--- src/rtl/data_reg_file.sv ---
// Register bank on the control unit's data-memory port: single-cycle writes,
// registered reads with a valid strobe, and a one-entry-per-cycle clear sequencer.
module data_reg_file #(
  parameter int DW = 9,
  parameter int AW = 3
) (
  input  logic          clk,
  input  logic          rst_n,
  input  logic [AW-1:0] addr,
  input  logic [DW-1:0] data_in,
  input  logic          wr,
  input  logic          rd,
  input  logic          clr,
  output logic [DW-1:0] data_out,
  output logic          rd_valid,
  output logic          busy,
  output logic          req_drop
);

  localparam int DEPTH = 1 << AW;
  localparam logic [AW-1:0] LAST_IDX = AW'(DEPTH - 1);

  typedef enum logic [0:0] {
    IDLE  = 1'b0,
    CLEAR = 1'b1
  } state_t;

  state_t                    state_reg, state_next;
  logic [AW-1:0]             idx_reg, idx_next;
  logic [DEPTH-1:0][DW-1:0]  mem_reg, mem_next;
  logic [DW-1:0]             data_out_reg, data_out_next;
  logic                      rd_valid_reg, rd_valid_next;
  logic                      req_drop_reg, req_drop_next;
  logic                      accept;

  // Requests are served only while idle and not in the cycle that starts a clear.
  assign accept = (state_reg == IDLE) && !clr;

  always_comb begin
    state_next    = state_reg;
    idx_next      = idx_reg;
    data_out_next = data_out_reg;
    rd_valid_next = 1'b0;
    req_drop_next = 1'b0;
    case (state_reg)
      IDLE: begin
        if (clr) begin
          state_next    = CLEAR;
          req_drop_next = rd | wr;
        end else if (rd) begin
          // Write-first: a concurrent write to the same entry is returned directly.
          data_out_next = wr ? data_in : mem_reg[addr];
          rd_valid_next = 1'b1;
        end
      end
      CLEAR: begin
        req_drop_next = rd | wr;
        if (idx_reg == LAST_IDX) begin
          state_next = IDLE;
          idx_next   = '0;
        end else begin
          idx_next = idx_reg + 1'b1;
        end
      end
      default: begin
        state_next = IDLE;
        idx_next   = '0;
      end
    endcase
  end

  genvar gi;
  generate
    for (gi = 0; gi < DEPTH; gi++) begin : g_entry
      logic clear_hit;
      logic write_hit;
      assign clear_hit   = (state_reg == CLEAR) && (idx_reg == AW'(gi));
      assign write_hit   = accept && wr && (addr == AW'(gi));
      assign mem_next[gi] = clear_hit ? '0 :
                            write_hit ? data_in : mem_reg[gi];
    end
  endgenerate

  always_ff @(posedge clk or negedge rst_n) begin
    if (!rst_n) begin
      state_reg    <= IDLE;
      idx_reg      <= '0;
      mem_reg      <= '0;
      data_out_reg <= '0;
      rd_valid_reg <= 1'b0;
      req_drop_reg <= 1'b0;
    end else begin
      state_reg    <= state_next;
      idx_reg      <= idx_next;
      mem_reg      <= mem_next;
      data_out_reg <= data_out_next;
      rd_valid_reg <= rd_valid_next;
      req_drop_reg <= req_drop_next;
    end
  end

  assign data_out = data_out_reg;
  assign rd_valid = rd_valid_reg;
  assign busy     = (state_reg == CLEAR);
  assign req_drop = req_drop_reg;

endmodule

--- config.mk ---
export PLATFORM = sky130hd
export DESIGN_NAME = data_reg_file
export DESIGN_NICKNAME = d
export VERILOG_FILES = /design/src/rtl/data_reg_file.sv
export SDC_FILE = /design/constraint.sdc
export NUM_CORES = 1
export LEC_CHECK = 0
export CORE_MARGIN = 3
export CORE_UTILIZATION = 45
export DETAILED_ROUTE_END_ITERATION = 6
export PLACE_DENSITY = 0.73
export SLEW_MARGIN = 20
export SYNTH_ARGS = -nofsm -noshare
export SYNTH_HDL_FRONTEND = slang
export SYNTH_SLANG_ARGS = --single-unit
--- constraint.sdc ---
create_clock -name clk -period 3.55 [get_ports clk]
set_input_delay 0.71 -clock clk [delete_from_list [all_inputs] [get_ports clk]]
set_output_delay 0.71 -clock clk [all_outputs]
set_load 0.02 [all_outputs]
Word level (Yosys, flattened, before mapping)
Index checks and enable logic that the tools add are counted.
{"block": "word_totals", "reg_bits": 87, "out_inout_bits": 12, "elab_cells": 90}
{"block": "op_classes", "n_addsub": 1, "order_cmp": 1, "n_eq_ne": 14, "mux": 28, "n_bitwise": 3, "reduce_logical": 30}
{"cell": "$mux 9", "n": 18}
{"cell": "$bmux 9 s3", "n": 1}
{"cell": "$eq 3x3->1 const B", "n": 8}
{"cell": "$logic_and 1x1->1", "n": 18}
{"cell": "$reduce_bool 2->1", "n": 8}
{"cell": "$eq 3x2->1 const B", "n": 4}
{"cell": "$eq 3x1->1 const B", "n": 2}
{"cell": "$logic_not 3->1", "n": 2}
{"cell": "$mux 1", "n": 6}
{"cell": "$lt 3x4->1 const B", "n": 1}
{"cell": "$pmux 1 s2", "n": 2}
{"cell": "$add 3x1->3 const B", "n": 1}
{"cell": "$mux 3", "n": 1}
{"cell": "$reduce_and 3->1", "n": 1}
{"cell": "$not 1->1", "n": 2}
{"cell": "$logic_not 1->1", "n": 1}
{"cell": "$or 1x1->1", "n": 1}

Logic depth before layout (Yosys ltp)
Gate-level depths: netlist of the first run.
{"block": "depth", "depth_word": 6, "ltp_mapped": 7}

Least setup slack after synthesis of the first run
Ideal clock, no wire load.
{"block": "synth_timing", "path_kind": "in2reg", "startpoint": "input port addr[1]", "endpoint": "register data_out_reg[0] (netlist: data_out[0])", "arrival_ns": 1.719, "required_ns": 3.424, "setup_slack_ns": 1.705, "stages": 6, "path_cell_list": "buf_6 > buf_6 > buf_4 > mux4_2 > a211oi_1 > o21ai_1"}
{"block": "synth_via", "elab_chain_len": 3}
{"element": "from (decl)", "line_no": "9", "source": "input logic [AW-1:0] addr,"}
{"element": "$bmux 9 s3", "line_no": "52", "source": "data_out_next = wr ? data_in : mem_reg[addr];"}
{"element": "$mux 9 (not written as such)", "line_no": "52"}
{"element": "$mux 9", "line_no": "52"}
{"element": "to (signal assigned)", "line_no": "96", "source": "data_out_reg <= data_out_next;"}
{"element": "to (decl)", "line_no": "31", "source": "logic [DW-1:0] data_out_reg, data_out_next;"}
No other way between the ends. The select of a mux whose other input is x is not followed.
A chain may end at the register's enable or synchronous reset.

Worst setup path in the final report of the first run
{"block": "layout_timing", "startpoint": "input port addr[1]", "endpoint": "register mem_reg[55] (netlist name)"}
{"block": "layout_via", "elab_chain_len": 3}
{"element": "$eq 3x3->1", "line_no": "78", "source": "assign write_hit = accept && wr && (addr == AW'(gi));"}
{"element": "$logic_and 1x1->1", "line_no": "78"}
{"element": "$reduce_bool 2->1 (no source line)"}
{"element": "to (signal assigned)", "line_no": "95", "source": "mem_reg <= mem_next;"}
{"element": "to (decl)", "line_no": "30", "source": "logic [DEPTH-1:0][DW-1:0] mem_reg, mem_next;"}
No other way between the ends.

==> results of run 1 <==
## layer usage
metal / wire (um) / GRT usage, % / vias to the layer above
li1: - / - / 1568
met1: 4760 / 30.0 / 1689
met2: 5310 / 33.9 / 169
met3: 899 / 4.97 / 22
met4: 271 / 7.31 / 0
met5: 0 / 0 / -
## cell usage in the layout (no fill, tap or decap), types with 5 or more instances in the layout
cell	Yosys	final
buf_4	4	11
nand3_1	59	59
mux2i_1	21	21
o21ai_0	6	6
dfrtp_1	87	87
ha_1	6	6
nor2b_1	6	6
clkbuf_8	0	9
clkdlybuf4s50_1	0	27
a21oi_1	57	57
nor2_1	28	28
nand2_1	73	73
mux4_2	13	13
and3_1	8	8
inv_1	5	5
## logic make-up after synthesis
family	count (synthesis)
mux	38
buf+inv	50
compound gates	84
flops	87
simple gates	182
fa+ha+maj	6
## cells in the mapped netlist, drive strengths merged, types with 2 or more instances
library cell  instances  share of area [%]
a211oi                4               0.69
a21oi                57                6.5
a221oi                4               0.80
and2                  2               0.29
and3                  8                1.1
buf                  24                3.2
clkbuf               20                1.7
dfrtp                87                 50
ha                    6                1.7
inv                   5               0.43
mux2                  4                1.0
mux2i                21                4.8
mux4                 13                6.7
nand2                73                6.3
nand3                59                6.8
nand3b                2               0.34
nor2                 28                2.4
nor2b                 6               0.86
o2111a                4                1.0
o21ai                10                1.1
o22ai                 4               0.57
## worst max-delay path by stage
stage,from,to,slack (ns),cells after the start
5_1_grt,addr[1],mem_reg[55]$_DFFE_PN0P_,0.87,6
6_report,addr[1],mem_reg[55]$_DFFE_PN0P_,1.02,6
3_3_place_gp,addr[1],data_out[2]$_DFFE_PN0P_,0.73,6
4_1_cts,addr[1],data_out[8]$_DFFE_PN0P_,1.06,6
3_5_place_dp,addr[1],data_out[8]$_DFFE_PN0P_,0.68,6
2_1_floorplan,addr[1],data_out[0]$_DFFE_PN0P_,1.70,6
## worst reg2reg max path, cell delays in order (launching register included)
cell and delay, ns:
dfrtp_1 0.68, nor2_1 0.21, nand2_1 0.21, clkinv_1 0.41
nand3_1 0.26, o22ai_1 0.09, nor2_1 0.09
## stage by stage
step / total power [uW] / util, % / setup WS, ns / instances / hold WS, ns
finish: 3280 / 52.9 / 1.02 / 588 / 0.393
floorplan: 2080 / - / 1.70 / 447 / 0.414
global placement: 2410 / 50.2 / 0.726 / 572 / 0.486
global route: 3480 / 52.9 / 0.871 / 588 / 0.452
CTS: 3280 / 52.9 / 1.06 / 588 / 0.511
detailed placement: 2450 / 50.2 / 0.679 / 572 / 0.491
## layout make-up
type,instances,area [sq um],share of cell area (%)
inverters,6,22.5,0.457
multi-input cells,310,1940,39.4
repair buffers,40,384,7.79
clock inverters,7,120,2.43
well taps,129,161,3.27
clock buffers,9,124,2.51
flip-flops and latches,87,2180,44.1
## where the power goes
group          internal [uW]  switching (uW)
logic                    415             529
registers               1280             204
clock network            470             375
total                   2170            1110
==> impl_metrics.env, run 1 <==
export IMPL_drive_gt1_share_pct=10.5
export IMPL_finalSetupViolCount=0
export IMPL_synthSimpleGateAreaFrac_pct=19.3
export IMPL_slowest_delay_ns=0.82
export IMPL_areaGrowthSynthToFinish_pct=13.2
export IMPL_num_rows=35
export IMPL_die_h_um=104
export IMPL_antenna_found_initial=0
export IMPL_rrSetupSlack_ns=1.55
export IMPL_grt_max_degree=88
export IMPL_numCtsBuffers=9
export IMPL_largest_reg_flops=72
export IMPL_crit_path_end_kind="register"
export IMPL_synthesis_area_sq_um=4360
export IMPL_synthMuxAreaShare_pct=12.6
export IMPL_hold_viol=0
export IMPL_finalCriticalPeriod_ns=2.53
export IMPL_synth_compound_area_share_pct=11.0
export IMPL_synth_cells=447
export IMPL_drt_iter0_drc=432
export IMPL_postCtsHoldBufs=0
export IMPL_start_kind="primary input"
export IMPL_clkSinkCount=87
export IMPL_clock_skew_ns=0.0129
export IMPL_grt_pass1_vias=3398
export IMPL_synth_top_family_by_area="simple AND/OR/NAND/NOR gates"
export IMPL_yosysUniqueCellTypes=31
export IMPL_pin_count=29
export IMPL_tns_ns=0
export IMPL_coreArea_sq_um=9330
export IMPL_yosysWarningCount=0
export IMPL_firstDrtPassIters=7
export IMPL_r2r_start="busy$_DFF_PN0_"
export IMPL_synth_seq_cells=87
export IMPL_worstSetupPathType="in -> reg"
export IMPL_synth_fa_ha_area_share_pct=1.72
export IMPL_num_vias=3448
export IMPL_postPlaceCellArea_sq_um=4690
export IMPL_avgViaCountPerCell=5.86
export IMPL_synth_xor_area_share_pct=0
export IMPL_numPortBuffers=28
export IMPL_insertedDiodeCount=0
export IMPL_synth_ff_type="dfrtp_1"
export IMPL_clk_pin_slew_worst_paths_ns=0.10
export IMPL_cp_common_cell="nand2_1"
export IMPL_min_path_type="in -> async"
export IMPL_tightest_slew_ns=0.778
export IMPL_syn_num_nets=470
export IMPL_cts_tree="done"
export IMPL_clockRootBuffer="clkbuf_8"
export IMPL_design_area_sq_um=4930
export IMPL_clk_latency_ns=0.37
export IMPL_crit_buf_inv=2
export IMPL_grt_pass1_wl_um=18600
export IMPL_dieArea_sq_um=10900
export IMPL_post_cts_buffers=0
export IMPL_filler_cell_count=830
export IMPL_layout_nets=477
export IMPL_maxCapViolations=0
export IMPL_clock_fmax_ghz=0.396
export IMPL_finalMaxSlewViolations=0
export IMPL_slew_headroom_pct=48.1
export IMPL_arrival_ns=2.76
export IMPL_die_x_um=104
export IMPL_yosysSeqAreaShare_pct=50.0
export IMPL_status="complete, no violations"
export IMPL_required_ns=3.78
export IMPL_r2r_cells=6
export IMPL_ir_worst_vdd_uv=363
export IMPL_cts_resized=0
export IMPL_clock_path_buffers=2
export IMPL_cpMaxStageDelayCell="clkdlybuf4s50_1"
export IMPL_p_leak_uw=0.00210
export IMPL_ant_nets=0
export IMPL_grt_use_total_pct=21.7
export IMPL_wl_per_cell_um=19.1
export IMPL_grt_setup_unrepaired="false"
export IMPL_drc_errors=0
export IMPL_avgSynthCellArea_sq_um=9.75
export IMPL_crit_family="buffers and inverters"
export IMPL_r2r_end="data_out[6]$_DFFE_PN0P_"
export IMPL_synth_edff_count=0
export IMPL_dpl_hpwl_um=7670
export IMPL_gp_congestion=0.871
export IMPL_synthArstFlopShare_pct=100
export IMPL_htree_levels=3
export IMPL_fin_crit_sh_pct=71.2
export IMPL_start_util_pct=46.7
export IMPL_crit_chain="clkdlybuf4s50_1 > nor2b_1 > buf_4 > nand2_1 > nand2_1 > a21oi_1"
export IMPL_finalWirelength_um=11200
export IMPL_grt_ovfl_total=0
export IMPL_worstPathMaxFanout=11
export IMPL_power_density_nw_per_um2=664
Note: power is estimated with default switching activity, not from simulation.
==> run 2, diff against run 1 <==
Clock period 3.55 ns to 2.35 ns, I/O delays scaled along.
==> run 2 against run 1 <==
Core utilization rose by 0.56 points. Final cell count is 1.0% higher. Via count grew 0.73%. Setup slack got worse by 0.82 ns. Cell area up 1.1%. Clock skew shrank 0.0021 ns. Critical path depth decreased by 4. Routed wire length is 0.50% lower. Register-to-register slack got worse by 0.92 ns. Critical endpoint is now busy. Largest power group unchanged.
==> impl_metrics.env, run 2 (synthesized netlist as in run 1, its figures left out) <==
export IMPL_required_ns=1.88
export IMPL_num_rows=35
export IMPL_grt_pass1_wl_um=18300
export IMPL_arrival_ns=1.68
export IMPL_min_path_type="in -> async"
export IMPL_rrSetupSlack_ns=0.63
export IMPL_ir_worst_vdd_uv=541
export IMPL_dpl_hpwl_um=7850
export IMPL_drive_gt1_share_pct=11.4
export IMPL_avgViaCountPerCell=5.85
export IMPL_start_kind="register"
export IMPL_r2r_end="mem_reg[30]$_DFFE_PN0P_"
export IMPL_firstDrtPassIters=7
export IMPL_worstSetupPathType="reg -> out"
export IMPL_crit_buf_inv=2
export IMPL_start_util_pct=46.7
export IMPL_layout_nets=484
export IMPL_gp_congestion=0.866
export IMPL_worstPathMaxFanout=14
export IMPL_clock_path_buffers=2
export IMPL_finalSetupViolCount=0
export IMPL_clkSinkCount=87
export IMPL_post_cts_buffers=0
export IMPL_insertedDiodeCount=0
export IMPL_preCtsSetupSlack_ns=0.00457
export IMPL_grt_max_degree=57
export IMPL_grt_setup_unrepaired="false"
export IMPL_status="complete, no violations"
export IMPL_tns_ns=0
export IMPL_r2r_start="busy$_DFF_PN0_"
export IMPL_cpMaxStageDelayCell="clkdlybuf4s50_1"
export IMPL_crit_path_end_kind="output port"
export IMPL_cts_tree="done"
export IMPL_met1_length_um=4820
export IMPL_dr_wl_met2_um=5210
export IMPL_antenna_found_initial=0
export IMPL_r2r_cells=5
export IMPL_fin_util_pct=53.5
export IMPL_crit_family="buffers and inverters"
export IMPL_die_x_um=104
export IMPL_clock_fmax_ghz=0.466
export IMPL_coreArea_sq_um=9330
export IMPL_slowest_delay_ns=0.62
export IMPL_num_vias=3473
export IMPL_finalWirelength_um=11200
export IMPL_maxCapViolations=0
export IMPL_drc_errors=0
export IMPL_hold_viol=0
export IMPL_drt_iter0_drc=375
export IMPL_largest_reg_flops=72
export IMPL_routed_top_layer="met4"
export IMPL_numPortBuffers=28
export IMPL_wl_met3_um=807
export IMPL_grt_pass1_vias=3407
export IMPL_p_leak_uw=0.00213
export IMPL_areaGrowthSynthToFinish_pct=14.4
export IMPL_wl_per_cell_um=18.8
export IMPL_fin_ws_ns=0.205
export IMPL_htree_levels=3
export IMPL_clk_latency_ns=0.36
export IMPL_grt_ovfl_total=0
export IMPL_die_h_um=104
export IMPL_dieArea_sq_um=10900
export IMPL_crit_chain="buf_4 > clkdlybuf4s50_1"
export IMPL_postCtsHoldBufs=0
export IMPL_fin_crit_sh_pct=91.3
export IMPL_ant_nets=0
export IMPL_pin_count=29
export IMPL_tightest_slew_ns=0.551
export IMPL_clock_skew_ns=0.0108
export IMPL_layout_commonest_cell="dfrtp_1"
export IMPL_cts_resized=0
export IMPL_finalMaxSlewViolations=0
export IMPL_grt_use_total_pct=21.3
export IMPL_slew_headroom_pct=63.2
export IMPL_clockRootBuffer="clkbuf_8"
export IMPL_power_density_nw_per_um2=955
export IMPL_clk_pin_slew_worst_paths_ns=0.08
export IMPL_numCtsBuffers=9
export IMPL_finalCriticalPeriod_ns=2.15
export IMPL_mostFrequentLayoutCells="dfrtp_1, nand2_1, nand3_1"
export IMPL_hold_ws_ns=0.0458
run 2: cell count changes in the layout (fill, tap and decap cells not counted), sizes merged:
cell    previous run  this run
buf               13        20
bufinv             3         1
clkbuf             9        12
clkinv             3         2
inv                6         5
run 2: worst max-delay path by stage:
stage                                   end  slack, ns            from  cells past startpoint
finish                                 busy       0.20  busy$_DFF_PN0_                      2
global route                           busy       0.14  busy$_DFF_PN0_                      2
CTS                                    busy       0.21  busy$_DFF_PN0_                      2
detailed placement  data_out[1]$_DFFE_PN0P_      0.005         addr[0]                      8
global placement    data_out[1]$_DFFE_PN0P_      -0.02         addr[1]                      6
floorplan           data_out[0]$_DFFE_PN0P_       0.74         addr[1]                      6
run 2: cell type report:
class,instances,area (sq um)
Multi-Input combinational cell,310,1940
Clock inverter,3,42.5
Inverter,6,22.5
Timing Repair Buffer,47,483
Tap cell,129,161
Clock buffer,12,155
Sequential cell,87,2180
Fill cell,830,4340
run 2: power by group:
| group | switching (uW) | total (uW) | internal [uW] | leakage (uW) |
|---|---|---|---|---|
| clock network | 516 | 1060 | 543 | 0.0000985 |
| registers | 288 | 2230 | 1940 | 0.00117 |
| logic | 824 | 1470 | 650 | 0.000861 |
run 2: routing by layer:
layer,vias to the layer above,global-route usage [%]
li1,1581,-
met1,1718,30.3
met2,150,32.2
met3,24,4.28
met4,0,7.98
met5,-,0
run 2: metrics by stage:
| step | total power [uW] | area, sq um | cells |
|---|---|---|---|
| floorplan | 3140 | 4360 | 447 |
| global placement | 3670 | 4790 | 579 |
| detailed placement | 3730 | 4790 | 579 |
| CTS | 4770 | 4990 | 594 |
| global route | 5050 | 4990 | 594 |
| finish | 4760 | 4990 | 594 |
==> run 3, diff against run 2 <==
Settings changed: SLEW_MARGIN 20 to unset.
==> results of run 3 <==
Same layout as run 2: the final DEF is identical, and so are final timing and power.
